$ cat src/rtl/lfsr_pkg.sv
// Shared definitions for the LFSR sequencer slice.
//   LFSR_W_DEF  : default LFSR length (number of seed bits)
//   CNT_W_DEF   : default width of the run-length and ones counters
//   seq_state_e : sequencer FSM states, 2-bit encoding
package lfsr_pkg;

  localparam int unsigned LFSR_W_DEF = 4;
  localparam int unsigned CNT_W_DEF  = 8;

  typedef enum logic [1:0] {
    StIdle = 2'b00,
    StLoad = 2'b01,
    StRun  = 2'b10,
    StFin  = 2'b11
  } seq_state_e;

endpackage

$ cat src/rtl/lfsr_seed_shifter.sv
// Parallel-load, MSB-first seed shift register with bit counter.
// Ports:
//   clk, arst_n : clock, asynchronous active-low reset
//   load        : capture seed, arm bit counter to WIDTH-1
//   shift       : shift left by one (zero fill), count down
//   clear       : drop any remaining bits (abort)
//   seed        : parallel seed value
//   msb         : current serial bit (flop output)
//   last        : high while the final bit is being presented
module lfsr_seed_shifter
  import lfsr_pkg::*;
#(
  parameter int unsigned WIDTH = LFSR_W_DEF
) (
  input  logic             clk,
  input  logic             arst_n,
  input  logic             load,
  input  logic             shift,
  input  logic             clear,
  input  logic [WIDTH-1:0] seed,
  output logic             msb,
  output logic             last
);

  localparam int unsigned BitW = (WIDTH > 1) ? $clog2(WIDTH) : 1;

  logic [WIDTH-1:0] sr_q, sr_d;
  logic [BitW-1:0]  bit_cnt_q, bit_cnt_d;

  always_comb begin
    sr_d      = sr_q;
    bit_cnt_d = bit_cnt_q;
    if (clear) begin
      sr_d      = '0;
      bit_cnt_d = '0;
    end else if (load) begin
      sr_d      = seed;
      bit_cnt_d = BitW'(WIDTH - 1);
    end else if (shift) begin
      // Zero fill means the serial output falls to 0 once all bits are out.
      sr_d = sr_q << 1;
      if (bit_cnt_q != '0) bit_cnt_d = bit_cnt_q - BitW'(1);
    end
  end

  always_ff @(posedge clk or negedge arst_n) begin
    if (!arst_n) begin
      sr_q      <= '0;
      bit_cnt_q <= '0;
    end else begin
      sr_q      <= sr_d;
      bit_cnt_q <= bit_cnt_d;
    end
  end

  assign msb  = sr_q[WIDTH-1];
  assign last = (bit_cnt_q == '0);

endmodule

$ cat src/rtl/lfsr_seq_ctrl.sv
// Sequencer for a serial-load LFSR: shifts a seed in (en=0), runs the LFSR
// in feedback mode (en=1) for run_len cycles, then pulses done for one cycle.
// Optional ones counter on lfsr_q during RUN enabled by LFSR_SEQ_ONES_CNT_EN;
// when undefined ones_cnt is tied to 0.
// Ports:
//   clk, arst_n      : clock, asynchronous active-low reset
//   start, abort     : request pulse (IDLE only), synchronous cancel
//   seed, run_len    : captured on accepted start
//   lfsr_en, lfsr_si : drive the LFSR (0 = serial load, 1 = feedback)
//   lfsr_q           : LFSR serial output
//   busy, done       : high in LOAD/RUN, one-cycle completion pulse
//   ones_cnt         : saturating count of ones seen on lfsr_q during RUN
module lfsr_seq_ctrl
  import lfsr_pkg::*;
#(
  parameter int unsigned WIDTH = LFSR_W_DEF,
  parameter int unsigned CNT_W = CNT_W_DEF
) (
  input  logic             clk,
  input  logic             arst_n,
  input  logic             start,
  input  logic             abort,
  input  logic [WIDTH-1:0] seed,
  input  logic [CNT_W-1:0] run_len,
  output logic             lfsr_en,
  output logic             lfsr_si,
  input  logic             lfsr_q,
  output logic             busy,
  output logic             done,
  output logic [CNT_W-1:0] ones_cnt
);

  seq_state_e       state_q, state_d;
  logic [CNT_W-1:0] run_cnt_q, run_cnt_d;
  logic             busy_q, lfsr_en_q, done_q;
  logic             accept;
  logic             seed_last;

  assign accept = (state_q == StIdle) && start;

  lfsr_seed_shifter #(
    .WIDTH (WIDTH)
  ) u_seed_shifter (
    .clk    (clk),
    .arst_n (arst_n),
    .load   (accept),
    .shift  ((state_q == StLoad) && !abort),
    .clear  ((state_q == StLoad) && abort),
    .seed   (seed),
    .msb    (lfsr_si),
    .last   (seed_last)
  );

  always_comb begin
    state_d   = state_q;
    run_cnt_d = run_cnt_q;
    unique case (state_q)
      StIdle: begin
        if (start) begin
          state_d   = StLoad;
          run_cnt_d = run_len;
        end
      end
      StLoad: begin
        if (abort) begin
          state_d   = StIdle;
          run_cnt_d = '0;
        end else if (seed_last) begin
          state_d = (run_cnt_q == '0) ? StFin : StRun;
        end
      end
      StRun: begin
        if (run_cnt_q != '0) run_cnt_d = run_cnt_q - CNT_W'(1);
        if (abort) begin
          state_d   = StIdle;
          run_cnt_d = '0;
        end else if (run_cnt_q == CNT_W'(1)) begin
          state_d = StFin;
        end
      end
      StFin: begin
        state_d = StIdle;
      end
      default: begin
        state_d = StIdle;
      end
    endcase
  end

  // Outputs are registered from the next state so they line up with state_q.
  always_ff @(posedge clk or negedge arst_n) begin
    if (!arst_n) begin
      state_q   <= StIdle;
      run_cnt_q <= '0;
      busy_q    <= 1'b0;
      lfsr_en_q <= 1'b0;
      done_q    <= 1'b0;
    end else begin
      state_q   <= state_d;
      run_cnt_q <= run_cnt_d;
      busy_q    <= (state_d == StLoad) || (state_d == StRun);
      lfsr_en_q <= (state_d == StRun);
      done_q    <= (state_d == StFin);
    end
  end

  assign busy    = busy_q;
  assign lfsr_en = lfsr_en_q;
  assign done    = done_q;

`ifdef LFSR_SEQ_ONES_CNT_EN
  logic [CNT_W-1:0] ones_q, ones_d;

  always_comb begin
    ones_d = ones_q;
    if (accept) begin
      ones_d = '0;
    end else if ((state_q == StRun) && !abort && lfsr_q && (ones_q != '1)) begin
      ones_d = ones_q + CNT_W'(1);
    end
  end

  always_ff @(posedge clk or negedge arst_n) begin
    if (!arst_n) ones_q <= '0;
    else         ones_q <= ones_d;
  end

  assign ones_cnt = ones_q;
`else
  logic unused_lfsr_q;
  assign unused_lfsr_q = lfsr_q;
  assign ones_cnt      = '0;
`endif

endmodule

$ cat config.mk
export PLATFORM = sky130hd
export DESIGN_NAME = lfsr_seq_ctrl
export DESIGN_NICKNAME = d
export VERILOG_FILES = /design/src/rtl/lfsr_pkg.sv /design/src/rtl/lfsr_seed_shifter.sv /design/src/rtl/lfsr_seq_ctrl.sv
export SDC_FILE = /design/constraint.sdc
export NUM_CORES = 1
export LEC_CHECK = 0
export BUFFER_PORTS_ARGS = -buffer_cell sky130_fd_sc_hd__buf_2
export CORE_ASPECT_RATIO = 0.8
export CORE_UTILIZATION = 40
export DETAILED_ROUTE_END_ITERATION = 10
export HOLD_SLACK_MARGIN = 0.12
export PLACE_DENSITY = 0.64
export SLEW_MARGIN = 20
export SYNTH_ARGS = -nofsm -noshare
export SYNTH_HDL_FRONTEND = slang
export SYNTH_SLANG_ARGS = --single-unit
$ cat constraint.sdc
create_clock -name clk -period 1.89 [get_ports clk]
set_input_delay 0.378 -clock clk [delete_from_list [all_inputs] [get_ports clk]]
set_output_delay 0.378 -clock clk [all_outputs]
set_load 0.05 [all_outputs]
==> results.yml <==
detailed_routing:
  vias: 1115
  drtAntennaViolNets: 0
  via_per_inst: 5.55
  drt_iter0_markers: 30
  avgRoutedWirePerCell_um: 13.3
  drt-total-wl_mm: 2.67
  dr.pass1.iters: 4
  drc: 0
clock_network:
  cts_buffers: 3
  insertion_delay_ns: 0.25
  cts_tree: "done"
  clock_sinks: 19
  post-cts-setup-buffers: 0
  htree_levels: 1
  clk_pin_slew_ns: 0.07
  clk_root_buffer_cell: "clkbuf_8"
  cts_buffer_depth: 2
die:
  die-area_um2: 3420
  fp-row-count: 17
  core_area_um2: 2890
  dieWidth_um: 65.1
  io_pins: 29
  start_util_pct: 44.1
  fp.dieH_um: 52.5
synthesis:
  ys_ff_latch: 19
  syn_area_per_cell_um2: 9.44
  synth_cell_types: 41
  netlist_instances: 135
  yosysWarnings: 0
  synth_seq_area_share_pct: 37.3
  synth-edff-count: 0
  ys.flop_type: "dfrtp_1"
  synth_area_um2: 1270
  async_flop_share_pct: 100
critical_path:
  cp_cell_sequence: "nor4_4, a31oi_1, o221a_2, nand2b_1, ha_1, inv_1"
  startpoint_type: "flop"
  rr_worst_depth: 6
  cp.required_ns: 2.04
  crit_type: "flop to flop"
  crit_end: "busy$_DFF_PN0_"
  crit_arrival_ns: 1.92
  r2r_start: "run_cnt_q[5]$_DFFE_PN0P_"
  cp_slowest_stage_delay_ns: 0.45
  critPathMaxFanout: 5
  cp-startpoint: "run_cnt_q[5]$_DFFE_PN0P_"
  r2r_setup_slack_ns: 0.13
  rr_endpoint: "busy$_DFF_PN0_"
  cp-end-kind: "flop"
  crit_slowest_cell: "dfrtp_1"
power_and_ir_drop:
  p_leak_nw: 0.701
  clkPwrFrac_pct: 11.7
  switchingPower_mw: 1.09
  combPwrFrac_pct: 59.1
  pwr-share-seq_pct: 29.3
  ir_drop_mv: 0.614
  intPower_mw: 1.29
  p_sw_share_pct: 45.7
  power.total_mw: 2.38
  p_per_area_nw_per_um2: 1600
timing:
  rsz0062_at_grt: "false"
  setup_slack_ns: 0.126
  min_period_ns: 1.76
  period_share_pct: 93.4
  fin_hold_ws_ns: 0.377
  maxSlewViolCount: 0
  hold_viol_final: 0
  max_freq_ghz: 0.567
  clock-skew-final_ns: 0.00150
  fin_tns_setup_ns: 0
  setup-violations-final: 0
final_layout:
  area_growth_pct: 16.8
  diodes: 0
  drive_gt1_share_pct: 23.9
  fin_nets: 190
  mostFrequentLayoutCells: "dfrtp_1, buf_2, inv_1"
  fill_cells: 281
  design_area_um2: 1490
place:
  place.gp.congestion: 0.895
  dp_hpwl_mm: 2.06
  portBuffers: 19
  post-place-ws_ns: 0.102
  placed_area_um2: 1430
run:
  cap_viol_max_count: 0
global_route:
  grt_pass1_wl_mm: 4.75
  grt_start_max_net_pins: 20
  grt_overflow: 0
  grt_use_total_pct: 18.1
  antenna_found_initial: 0
  grt_pass1_vias: 1091
worst_hold_path:
  min_path_type: "input pin to flop"
run_status:
  status: "complete, no violations"
==> cell type report <==
class                           count  area, µm²  area share, %
Inverter                           13       48.8           3.28
Clock buffer                        4       45.0           3.03
Tap cell                           38       47.5           3.19
Timing Repair Buffer               27        158           10.6
Multi-Input combinational cell    100        714           48.0
Sequential cell                    19        475           31.9
==> synthesized netlist by cell type (2+ instances only) <==
cell type	n	share of area (%)
o21bai_1	2	1.2
o21ai_0	8	3.1
a22oi_1	2	1.2
o22ai_1	3	1.5
nand2_1	7	2.1
mux2_4	2	2.4
and3b_1	2	1.4
inv_1	12	3.5
clkbuf_1	2	0.59
dfrtp_1	19	37
nor3_1	4	1.6
nor2_1	8	2.4
nand2b_1	3	1.5
nor2b_1	2	0.98
ha_1	9	8.8
buf_4	8	4.7
a21oi_1	9	3.5
a32oi_1	3	2.1
o2bb2ai_1	6	4.1
o31ai_1	3	1.8
==> state kept, by name, indices dropped and copies added (netlist names) <==
| register | count |
|---|---|
| busy | 1 |
| done | 1 |
| lfsr_en | 1 |
| run_cnt_q | 8 |
| state_q | 2 |
| u_seed_shifter.bit_cnt_q | 2 |
| u_seed_shifter.sr_q | 4 |
==> per-layer routing <==
metal	track usage (%)	part of all wire, %	vias up
li1	-	-	535
met1	24.9	49	535
met2	27.6	44	41
met3	4.13	5.8	4
met4	7.25	1.1	0
met5	0	0	-
==> power by group through the flow <==
stage          Clock [mW]  Combinational (mW)  Sequential (mW)
6_report            0.278                1.41            0.697
5_1_grt             0.308                1.56            0.721
4_1_cts             0.290                1.39            0.696
3_5_place_dp            0                1.38            0.704
3_3_place_gp            0                1.33            0.700
2_1_floorplan           0               0.948            0.771
==> kinds of logic (layout without fill, tap and decap cells) <==
| kind of cell | after synthesis | count (layout) | synth area share, % |
|---|---|---|---|
| flops | 19 | 19 | 37.3 |
| simple gates | 34 | 34 | 15.3 |
| mux | 2 | 2 | 2.36 |
| other cells | 1 | 8 | 0.294 |
| buf+inv | 23 | 44 | 9.13 |
| compound gates | 47 | 47 | 26.8 |
| fa+ha+maj | 9 | 9 | 8.83 |
==> metrics by stage <==
| stage | util [%] | cells |
|---|---|---|
| floorplan | - | 142 |
| global placement | 49.4 | 196 |
| detailed placement | 49.4 | 196 |
| CTS | 51.3 | 201 |
| global route | 51.5 | 201 |
| finish | 51.5 | 201 |
==> worst min-delay path by stage <==
| stage | depth (start not counted) | endpoint | from |
|---|---|---|---|
| final | 2 | u_seed_shifter.bit_cnt_q[1]$_DFFE_PN0P_ | abort |
| after global routing | 2 | u_seed_shifter.bit_cnt_q[1]$_DFFE_PN0P_ | abort |
| after CTS | 2 | u_seed_shifter.bit_cnt_q[1]$_DFFE_PN0P_ | abort |
| after detailed placement | 1 | state_q[1]$_DFF_PN0_ | arst_n |
| after global placement | 1 | state_q[1]$_DFF_PN0_ | arst_n |
| after floorplan | 0 | busy$_DFF_PN0_ | arst_n |
==> worst max-delay path: cells and delay by family (launching register included) <==
family	cells	cell delay, ns
and+or+nand+nor	2	0.47
adders and majority gates	1	0.27
DFF	1	0.45
AOI/OAI and AO/OA	2	0.44
buffers and inverters	1	0.03
==> timing repair <==
| action | 4_1_cts | 5_1_grt |
|---|---|---|
| endpoints found under the setup margin | 0 | 1 |
| gates resized for setup | 0 | 2 |
| hold endpoints to repair | 19 | 0 |
| hold buffers | 1 | 0 |
Note: power is estimated with default switching activity, not from simulation.
